File: config.mk
export PLATFORM = sky130hd
export DESIGN_NAME = mux_arb_rr
export DESIGN_NICKNAME = d
export VERILOG_FILES = /design/src/rtl/mux_arb_rr.sv
export SDC_FILE = /design/constraint.sdc
export NUM_CORES = 1
export LEC_CHECK = 0
export BUFFER_PORTS_ARGS = -buffer_cell sky130_fd_sc_hd__buf_2
export CAP_MARGIN = 5
export CORE_ASPECT_RATIO = 0.8
export CORE_MARGIN = 2
export CORE_UTILIZATION = 38
export CTS_CLUSTER_SIZE = 8
export DETAILED_ROUTE_END_ITERATION = 10
export PLACE_DENSITY = 0.77
export SLEW_MARGIN = 20
export SYNTH_ARGS = -nofsm -noshare
export SYNTH_HDL_FRONTEND = slang
export SYNTH_SLANG_ARGS = --single-unit
export TNS_END_PERCENT = 50
File: constraint.sdc
create_clock -name clk -period 1.55 [get_ports clk]
set_clock_uncertainty 0.15 [all_clocks]
set_input_delay 0.2325 -clock clk [delete_from_list [all_inputs] [get_ports clk]]
set_output_delay 0.2325 -clock clk [all_outputs]
set_load 0.01 [all_outputs]
File: src/rtl/mux_arb_rr.sv
// N-channel WIDE-bit multiplexer with a round-robin arbiter feeding a
// registered valid/ready output stage; selection is internal and fair.
module mux_arb_rr #(
  parameter int WIDE = 32,
  parameter int N    = 4,
  parameter int SW   = $clog2(N)
) (
  input  logic            clk,
  input  logic            rst_n,
  input  logic [N*WIDE-1:0] in_data,
  input  logic [N-1:0]    in_valid,
  output logic [N-1:0]    in_ready,
  output logic [WIDE-1:0] out_data,
  output logic [SW-1:0]   out_slct,
  output logic            out_valid,
  input  logic            out_ready
);

  logic [WIDE-1:0] out_data_q,  out_data_d;
  logic [SW-1:0]   out_slct_q,  out_slct_d;
  logic            out_valid_q, out_valid_d;
  logic [SW-1:0]   last_q,      last_d;

  logic            load;
  logic            xfer;
  logic            found;
  logic [N-1:0]    masked;
  logic [N-1:0]    grant;
  logic [SW-1:0]   grant_idx;
  logic [WIDE-1:0] grant_data;

  // Channels above last win first; if none is valid, wrap to the lowest valid index.
  always_comb begin
    masked = '0;
    grant  = '0;
    found  = 1'b0;
    for (int i = 0; i < N; i++) begin
      masked[i] = in_valid[i] && (i > int'(last_q));
    end
    for (int i = 0; i < N; i++) begin
      if (!found && masked[i]) begin
        grant[i] = 1'b1;
        found    = 1'b1;
      end
    end
    for (int i = 0; i < N; i++) begin
      if (!found && in_valid[i]) begin
        grant[i] = 1'b1;
        found    = 1'b1;
      end
    end
  end

  always_comb begin
    grant_idx  = '0;
    grant_data = '0;
    for (int i = 0; i < N; i++) begin
      if (grant[i]) begin
        grant_idx  = SW'(i);
        grant_data = in_data[i*WIDE +: WIDE];
      end
    end
  end

  assign load     = (!out_valid_q || out_ready) && rst_n;
  assign in_ready = grant & {N{load}};
  assign xfer     = found && load;

  always_comb begin
    out_data_d  = out_data_q;
    out_slct_d  = out_slct_q;
    out_valid_d = out_valid_q;
    last_d      = last_q;
    if (xfer) begin
      out_data_d  = grant_data;
      out_slct_d  = grant_idx;
      out_valid_d = 1'b1;
      last_d      = grant_idx;
    end else if (out_ready) begin
      out_valid_d = 1'b0;
    end
  end

  // Reset leaves last at N-1 so channel 0 is first in line.
  always_ff @(posedge clk) begin
    if (!rst_n) begin
      out_data_q  <= '0;
      out_slct_q  <= '0;
      out_valid_q <= 1'b0;
      last_q      <= SW'(N - 1);
    end else begin
      out_data_q  <= out_data_d;
      out_slct_q  <= out_slct_d;
      out_valid_q <= out_valid_d;
      last_q      <= last_d;
    end
  end

  assign out_data  = out_data_q;
  assign out_slct  = out_slct_q;
  assign out_valid = out_valid_q;

endmodule

==> results.tsv, run 1 <==
metric	value	unit
CTS H-tree depth	2	
total die area	7410	sq um
leakage power	2.123	nW
WHS Path Cells	3	
DRT Pass-1 Iters	4	
Critical Path Fanout Max	7	
M1 GR Usage	0.3363	
post-synthesis cell area	2559	sq um
total congestion overflow	0	
Reg2Reg Depth	8	
CTS Buf Count	5	
Synthesized Nets	425	
Final Cycle Share	1.170	
initial antenna violation count	0	
RR Endpoint	out_data[7]	
post-place instance area	3904	sq um
Synth area leaders	dfxtp_1, a221oi_2, a211oi_2, o221ai_1, inv_1	
Worst setup EP type	primary output	
hpwl dp	7077	microns
worst path arrival time	1430	ps
worst hold start	in_data[109]	
largest net degree at the start of global routing	26	
hold crit path type	in -> reg	
Antenna Violating Nets Remaining	0	
first-pass GRT wire length	15790	microns
run status	finished, violations left	
post-layout util	0.6851	
Final Slew Violations	0	
starting density of the core	0.3972	
IO buf count	173	
post-layout min period	1813	ps
Post-Place Worst Slack	-317.4	ps
sequential fraction of the synthesis area	0.2895	
CTS Root Cell	clkbuf_8	
fmax	0.5517	GHz
RSZ-0062 raised after global routing	yes	
DR vias/cell	5.582	
core footprint	6441	sq um
kind of cell adding the most delay to the critical path	flip-flops	
crit path buf inv count	2	
Initial DRC Count	125	
Unique masters post-synth	30	
Clock Tree Buf Depth	2	
CP startpoint kind	register	
failing checks	negative setup slack	
Ports	174	
worst-margin pin slew	360.7	ps
final hold vios	0	
detailed-route DRC error count	0	
met2 Use GR	0.4657	
Setup CP Type	reg -> out	
Total Wirelength	10370	microns
area leader, netlist	dfxtp_1	
slowest stage delay, CP	420	ps
Ys Warns	0	
die width	95.75	microns
area grow syn2layout	72.47	%
design area	4413	sq um
FF-to-FF setup slack	-240	ps
clock sinks	37	
worst vdd ir	571.6	uV
GP Congestion	0.8609	
nets@finish	627	
M3 GR Usage	0.04175	
gr busiest metal	met2	
worst-path cell chain	inv_2, a21oi_4, o311ai_4, nor2_2, buf_2	
power per cell area	799.4	nW/um^2
post-synth top area share	0.2895	
final worst setup slack	-262.7	ps
DR WL/cell	17.98	microns
Clock transition at path regs	80	ps
Row Count	26	
Die Y	77.40	microns
Ant. Diodes	0	
worst r2r src	last_q[1]	
Vias	3221	
Worst Hold End	out_data[13]	
Slew headroom	0.7595	
Worst-Skew Late Latency	280	ps
Syn Inst Count	290	
Max-Cap Viols	0	
TritonCTS clock tree	yes	
slowest stage cell on the critical path	dfxtp_4	
WP data required	1170	ps
flops & latches, synth	37	
GRT Total Usage	0.2687	
Final setup viols	40	
vias in the first global route	3341	
Mean Syn Cell Area	8.823	sq um
share of cells above drive strength 1	0.6897	
[tightest hold or removal path, cell delays in order]
cell and delay [ps]:
buf_2 90, inv_1 50, a211oi_2 50
[layout make-up]
class / count / area (sq um)
timing repair buffer: 221 / 1333
multi-input combinational: 180 / 1968
clock inverter: 2 / 10.01
tap: 84 / 105.1
inverter: 47 / 176.4
clock buffer: 6 / 72.57
fill: 490 / 2028
sequential: 37 / 748.2
[where the power goes]
part	total [mW]	internal, mW	switching, mW	leakage, nW
registers	1.17	1.07	0.101	0.306
logic	1.68	0.814	0.865	1.77
clock network	0.680	0.313	0.367	0.0450
[repair_timing]
item,CTS,global route
pin swaps,22,18
setup endpoints to repair,40,40
gates cloned,3,0
buffers inserted,6,2
hold buffers,0,0
gates resized for setup,40,25
[per-stage QoR]
| step | power, mW | cells | TNS [ps] | hold WS [ps] |
|---|---|---|---|---|
| 2_1_floorplan | 2.020 | 290 | -610.8 | 216.9 |
| 3_3_place_gp | 2.521 | 558 | -8727 | 297.5 |
| 3_5_place_dp | 2.562 | 558 | -10090 | 303.2 |
| 4_1_cts | 3.407 | 575 | -5706 | 28.92 |
| 5_1_grt | 3.718 | 577 | -9390 | 22.05 |
| 6_report | 3.528 | 577 | -6973 | 36.91 |
[how the worst max path moves through the flow]
stage / from / to / cells after the start / slack [ps]
2_1_floorplan: last_q[1] / out_data[7] / 7 / -40
3_3_place_gp: in_valid[1] / out_data[4] / 6 / -280
3_5_place_dp: last_q[1] / out_data[24] / 5 / -320
4_1_cts: last_q[1] / in_ready[3] / 5 / -250
5_1_grt: last_q[1] / in_ready[0] / 5 / -310
6_report: last_q[0] / in_ready[3] / 5 / -260
[layout by cell type (no fill, tap or decap), types with 2 or more instances in the layout]
| cell type | instances |
|---|---|
| a21o_1 | 21 |
| inv_1 | 44 |
| o221ai_2 | 22 |
| o32ai_2 | 10 |
| or2_4 | 2 |
| nand2_1 | 3 |
| nor2_2 | 5 |
| a31oi_1 | 2 |
| nand3_1 | 12 |
| dfxtp_4 | 2 |
| o21a_1 | 2 |
| buf_2 | 172 |
| a221oi_4 | 5 |
| clkinv_2 | 2 |
| nor2_4 | 2 |
| o21ai_1 | 13 |
| inv_2 | 3 |
| a21oi_4 | 2 |
| clkbuf_8 | 5 |
| a221oi_2 | 16 |
| nand2b_4 | 2 |
| buf_4 | 33 |
| o21ai_0 | 13 |
| buf_12 | 5 |
| dfxtp_1 | 35 |
| a211oi_2 | 32 |
| buf_6 | 11 |
[cell usage after synthesis, drive strengths merged]
cell and count:
a211oi 33, a21o 21, a21oi 4, a221oi 22, a31oi 2, buf 17
clkbuf 10, dfxtp 37, inv 47, nand2 4, nand2b 2, nand3 13
nor2 8, nor2b 1, nor3 3, o21a 2, o21ai 27, o221ai 22
o311a 1, o311ai 1, o32ai 11, or2 1, or4 1
[flip-flops by register name, summed over array words and instances (netlist names)]
signal,count
last_q,2
out_data,32
out_slct,2
out_valid,1
[kinds of logic after synthesis]
logic type             Yosys count  synth area share
AO/OA/AOI/OAI                  146            0.5110
buffers and inverters           74            0.1296
flip-flops                      37            0.2895
AND/OR/NAND/NOR                 33           0.06993
[per-layer routing]
| metal | part of all wire | wire (microns) |
|---|---|---|
| met4 | 0.019 | 195 |
| met1 | 0.41 | 4203 |
| met5 | 0 | 0 |
| met2 | 0.51 | 5304 |
| met3 | 0.065 | 671 |
Power figures use the tool's default switching activity.
==> run 2, diff against run 1 <==
--- a/config.mk
+++ b/config.mk
@@ -5,7 +5,7 @@
 export SDC_FILE = /design/constraint.sdc
 export NUM_CORES = 1
 export LEC_CHECK = 0
-export BUFFER_PORTS_ARGS = -buffer_cell sky130_fd_sc_hd__buf_2
+export BUFFER_PORTS_ARGS = -buffer_cell sky130_fd_sc_hd__clkbuf_2
 export CAP_MARGIN = 5
 export CORE_ASPECT_RATIO = 0.8
 export CORE_MARGIN = 2
==> run 2 against run 1 <==
Effect of this change:
- register-to-register slack lost 30 ps
- cell count grew 1.6%
- sequential cell count did not move
- combinational power increased by 4%
- core utilization grew 1.6 points
- die area stayed put
- critical path depth unchanged
- clock power down 1%
- the run still ends with negative setup slack left
- sequential share of layout area decreased by 0.38 points
- clock-buffer cell count stayed put
- critical path type unchanged
- cell area is 2.3% higher
==> results.tsv, run 2 (synthesized netlist as in run 1, its figures left out) <==
metric	value	unit
run status	finished, violations left	
failing checks	negative setup slack	
Initial DRC Count	119	
detailed-route DRC error count	0	
crit path buf inv count	2	
die width	95.75	microns
Critical Path Fanout Max	7	
most frequent cells in the layout	clkbuf_2, inv_1, buf_4, dfxtp_1, a211oi_2	
max reg flops	32	
slowest stage delay, CP	390	ps
post-layout min period	1827	ps
power per cell area	797.3	nW/um^2
leakage power	2.182	nW
vias in the first global route	3238	
slowest stage cell on the critical path	dfxtp_4	
starting density of the core	0.3972	
Ports	174	
final hold vios	0	
met2 Use GR	0.4608	
Clock Tree Buf Depth	2	
Clock transition at path regs	80	ps
core footprint	6441	sq um
final worst setup slack	-276.7	ps
Worst-Skew Late Latency	280	ps
Setup CP Type	reg -> out	
Setup TNS Final	-8332	ps
GRT Total Usage	0.2625	
CTS Buf Count	5	
worst path arrival time	1440	ps
WP data required	1170	ps
RSZ-0062 raised after global routing	yes	
initial antenna violation count	0	
Total Wirelength	10440	microns
M1 GR Usage	0.3303	
hold crit path type	in -> reg	
worst-case hold slack	17.75	ps
total die area	7410	sq um
CTS H-tree depth	2	
DR WL/cell	17.82	microns
nets@finish	636	
Vias	3270	
Die Y	77.40	microns
M3 GR Usage	0.03592	
clock sinks	37	
first-pass GRT wire length	15380	microns
worst vdd ir	427.6	uV
total congestion overflow	0	
Slew headroom	0.7320	
commonest non-fill, non-tap cell in the layout	clkbuf_2	
TritonCTS clock tree	yes	
GP Congestion	0.8619	
worst-path cell chain	a21oi_4, o221ai_2, or2_4, inv_2, clkbuf_2	
Worst setup EP type	primary output	
Final setup viols	40	
DR vias/cell	5.580	
Row Count	26	
Ant. Diodes	0	
CP startpoint kind	register	
CTS Root Cell	clkbuf_8	
Final Cycle Share	1.179	
largest net degree at the start of global routing	23	
DRT Pass-1 Iters	4	
FF-to-FF setup slack	-270	ps
IO buf count	173	
gr busiest metal	met2	
share of cells above drive strength 1	0.6833	
worst-margin pin slew	401.6	ps
area grow syn2layout	76.38	%
hpwl dp	7201	microns
Max-Cap Viols	0	
Antenna Violating Nets Remaining	0	
kind of cell adding the most delay to the critical path	flip-flops	
Final Slew Violations	0	
fmax	0.5474	GHz
==> run 2: cell types whose count changed in the layout (fill, tap and decap cells not counted), sizes merged <==
cell    delta
buf      -163
clkbuf   +172
==> run 2: worst paths after layout <==
check / end / cells past startpoint / start
setup reg to reg: out_data[16] / 8 / last_q[1]
hold reg to reg: out_data[2] / 2 / out_data[2]
setup / recovery: in_ready[2] / 5 / last_q[1]
hold / removal: out_data[17] / 3 / in_data[113]
==> run 2: layout make-up <==
| cell class | count | area [sq um] |
|---|---|---|
| Multi-Input combinational cell | 180 | 1952 |
| Fill cell | 492 | 1928 |
| Timing Repair Buffer | 230 | 1449 |
| Sequential cell | 37 | 748.2 |
| Inverter | 47 | 176.4 |
| Tap cell | 84 | 105.1 |
| Clock buffer | 6 | 72.57 |
| Clock inverter | 2 | 10.01 |
==> run 2: tightest hold or removal path: stages <==
cell      delay (ps)
clkbuf_2          80
inv_1             50
a211oi_2          50
==> run 2: report_power, final <==
part	internal (mW)	switching, mW
clock	0.312	0.359
sequential	1.07	0.105
combinational	0.868	0.885
total	2.25	1.35
==> run 2: timing repair <==
item	4_1_cts	5_1_grt
endpoints found under the setup margin	40	40
endpoints found under the hold margin	0	0
gates cloned	2	2
hold buffers	0	0
pin swaps	15	23
setup buffers	6	6
gates resized for setup	34	30
==> run 2: routing by layer <==
layer | share of wire | routed length [microns] | vias to the layer above
met5 | 0 | 0 | -
met3 | 0.062 | 649 | 10
li1 | - | - | 1545
met4 | 0.014 | 149 | 0
met2 | 0.51 | 5305 | 149
met1 | 0.42 | 4335 | 1566
==> run 2: metrics by stage <==
step	area, sq um	std cells	worst slack [ps]	total power [mW]	utilization
finish	4513	586	-276.7	3.598	0.7007
global route	4513	586	-340.0	3.769	0.7007
CTS	4292	578	-293.4	3.418	0.6663
detailed placement	3959	562	-352.2	2.599	0.6146
global placement	3959	562	-252.0	2.561	0.6146
floorplan	2799	290	-42.77	2.020	-
==> run 3, diff against run 2 <==
--- a/config.mk
+++ b/config.mk
@@ -5,14 +5,15 @@
 export SDC_FILE = /design/constraint.sdc
 export NUM_CORES = 1
 export LEC_CHECK = 0
+export ABC_AREA = 1
 export BUFFER_PORTS_ARGS = -buffer_cell sky130_fd_sc_hd__clkbuf_2
 export CAP_MARGIN = 5
 export CORE_ASPECT_RATIO = 0.8
 export CORE_MARGIN = 2
-export CORE_UTILIZATION = 38
+export CORE_UTILIZATION = 42
 export CTS_CLUSTER_SIZE = 8
 export DETAILED_ROUTE_END_ITERATION = 10
-export PLACE_DENSITY = 0.77
+export PLACE_DENSITY = 0.79
 export SLEW_MARGIN = 20
 export SYNTH_ARGS = -nofsm -noshare
 export SYNTH_HDL_FRONTEND = slang
==> run 3 against run 2 <==
Effect of this change:
- the flow still finishes with violations (negative setup slack)
- via count is 33% higher
- cell count is 54% higher
- critical path depth is 3 higher
- clock-buffer cell count stayed put
- core utilization is 3.4 points lower
- global-route usage is 0.061 points lower
- cell area is 10% higher
- synthesized area is 28% higher
- critical endpoint unchanged
- highest routed layer unchanged
==> results.tsv, run 3 <==
metric	value	unit
initial antenna violation count	0	
worst r2r src	last_q[1]	
Unique masters post-synth	22	
CTS H-tree depth	2	
most frequent cells in the layout	clkbuf_2, nand2_1, inv_1, nor2_1, nand3_1	
Synthesized Nets	732	
sequential share of power	0.300	
sequential fraction of the synthesis area	0.2269	
final hold vios	0	
Worst setup EP type	primary output	
core footprint	7462	sq um
clock share of power	0.175	
hpwl dp	8062	microns
leakage power	3.047	nW
vias in the first global route	3900	
IO buf count	173	
share of cells above drive strength 1	0.3784	
Die Y	82.86	microns
Vias	4339	
Worst Setup SP	last_q[1]	
CTS Root Cell	clkbuf_8	
hold crit path type	in -> reg	
starting density of the core	0.4375	
Ant. Diodes	0	
Met2 Wirelength	5677	microns
Cell Int Power	2.228	mW
Synth area leaders	dfxtp_1, nand2_1, inv_1, nor2_1, a21oi_2	
slowest stage delay, CP	360	ps
final worst setup slack	-331.2	ps
run status	finished, violations left	
Syn Inst Count	597	
Post-synth EDFFs	0	
Clock Tree Buf Depth	2	
clock sinks	37	
worst hold start	rst_n	
dominant synthesized flop cell	dfxtp_1	
DR WL/cell	13.60	microns
CP startpoint kind	register	
worst-path cell chain	nand2_2, nand2_4, nand4_4, nand2_2, nand2_4, buf_12, nor2_4, buf_6	
fillcell total	686	
die width	102.6	microns
Ys Warns	0	
Setup CP Type	reg -> out	
WP data required	1170	ps
Sequential cell area	743.2	sq um
TritonCTS clock tree	yes	
Worst Hold End	out_valid	
fmax	0.5316	GHz
flops & latches, synth	37	
worst-margin pin slew	583.2	ps
largest net degree at the start of global routing	37	
post-layout min period	1881	ps
RR Endpoint	out_data[11]	
DRT Pass-1 Iters	7	
total congestion overflow	0	
Highest Signal Layer	met4	
area grow syn2layout	52.32	%
Clock transition at path regs	80	ps
Final Slew Violations	0	
GRT Total Usage	0.2619	
Total Wirelength	12280	microns
routed wl met3	1124	microns
GP Congestion	0.8467	
post-layout util	0.6663	
Initial DRC Count	198	
Ports	174	
Final Non-Filler Cells	903	
switching pwr	1.493	mW
count leader, synth	nand2_1	
CTS Buf Count	5	
worst path arrival time	1500	ps
Mean Syn Cell Area	5.468	sq um
Antenna Violating Nets Remaining	0	
commonest non-fill, non-tap cell in the layout	clkbuf_2	
FF-to-FF setup slack	-300	ps
Critical Path Fanout Max	4	
WHS Path Cells	3	
Final Cycle Share	1.214	
hold-fix buffers at CTS	0	
total die area	8498	sq um
post-synth top area share	0.2269	
worst vdd ir	428.6	uV
DR vias/cell	4.805	
Async SR Flop Fraction	0	
area of the multi-input gates	1954	sq um
WL met1	5231	microns
Row Count	28	
max reg flops	32	
crit path buf inv count	2	
first-pass GRT wire length	17860	microns
slowest stage cell on the critical path	dfxtp_2	
nets@finish	932	
post-synthesis cell area	3264	sq um
area leader, netlist	dfxtp_1	
Logic pwr share	0.525	
power per cell area	748.4	nW/um^2
placed cell count	871	
Worst-Skew Late Latency	280	ps
Max-Cap Viols	0	
switch share	0.4012	
RSZ-0062 raised after global routing	yes	
Reg2Reg Depth	12	
failing checks	negative setup slack	
detailed-route DRC error count	0	
Slew headroom	0.6112	
Post-synth top cells	nand2_1, inv_1, nor2_1, nand3_1, dfxtp_1	
Final setup viols	40	
kind of cell adding the most delay to the critical path	simple AND/OR/NAND/NOR gates	
-- run 3: cell types whose count changed after synthesis, sizes merged, moves of 22 or more --
cell and delta:
a221oi -22, a211oi -33, a21oi +50, nor2 +80, inv +94, o21ai -22
o221ai -22, nand2 +172, nand3 +35
-- run 3: area by class of cell --
| type | instances | share of cell area |
|---|---|---|
| Timing Repair Buffer | 221 | 0.2969 |
| Multi-Input combinational cell | 387 | 0.3931 |
| Clock inverter | 2 | 0.002013 |
| Inverter | 141 | 0.1090 |
| Timing Repair inverter | 4 | 0.008556 |
| Tap cell | 105 | 0.02642 |
| Sequential cell | 37 | 0.1495 |
| Clock buffer | 6 | 0.01459 |
-- run 3: timing repair --
action                                  CTS  global route
endpoints found under the setup margin   40            41
resized for setup                        30            31
setup buffers                            12             1
cloned                                    4             7
pin swaps                                 6            14
-- run 3: how the worst max path moves through the flow --
stage          slack, ps           end  cells after the start
4_1_cts             -320   in_ready[3]                      7
2_1_floorplan        -50  out_data[10]                     10
3_5_place_dp        -160   out_slct[0]                      9
6_report            -330   in_ready[2]                      8
3_3_place_gp         -90  out_data[15]                     11
5_1_grt             -400   in_ready[2]                      8
-- run 3: per-stage QoR --
stage / total power [mW] / area, sq um / hold slack (ps) / setup WS, ps / setup TNS, ps
after CTS: 3.578 / 4736 / 43.36 / -317.3 / -8308
after global routing: 3.972 / 4972 / 65.75 / -399.5 / -13840
after floorplan: 2.116 / 3278 / 207.5 / -46.02 / -1308
after detailed placement: 2.726 / 4373 / 312.1 / -161.2 / -5085
after global placement: 2.685 / 4373 / 304.3 / -92.19 / -1851
final: 3.721 / 4972 / 58.46 / -331.2 / -10160
-- run 3: layer usage --
| metal | global-route usage | vias up |
|---|---|---|
| met4 | 0.05939 | 0 |
| met1 | 0.3292 | 1937 |
| met3 | 0.05471 | 22 |
| li1 | - | 2177 |
| met2 | 0.4545 | 203 |
| met5 | 0 | - |
-- run 3: power by group through the flow --
stage / clock network [mW] / logic [mW] / registers [mW]
global placement: 0 / 1.56 / 1.13
global route: 0.715 / 2.13 / 1.12
finish: 0.652 / 1.95 / 1.11
detailed placement: 0 / 1.60 / 1.13
CTS: 0.673 / 1.79 / 1.11
floorplan: 0 / 0.952 / 1.16
-- run 3: cells by family (layout without fill, tap and decap cells) --
kind of cell,after synthesis,after routing,synth area share
compound gates,59,59,0.1249
buf+inv,173,374,0.2189
flops,37,37,0.2269
simple gates,328,328,0.4293
-- run 3: tightest hold or removal path, cell delays in order --
cell      delay [ps]
clkbuf_2          90
o21ai_0           70
inv_1             50
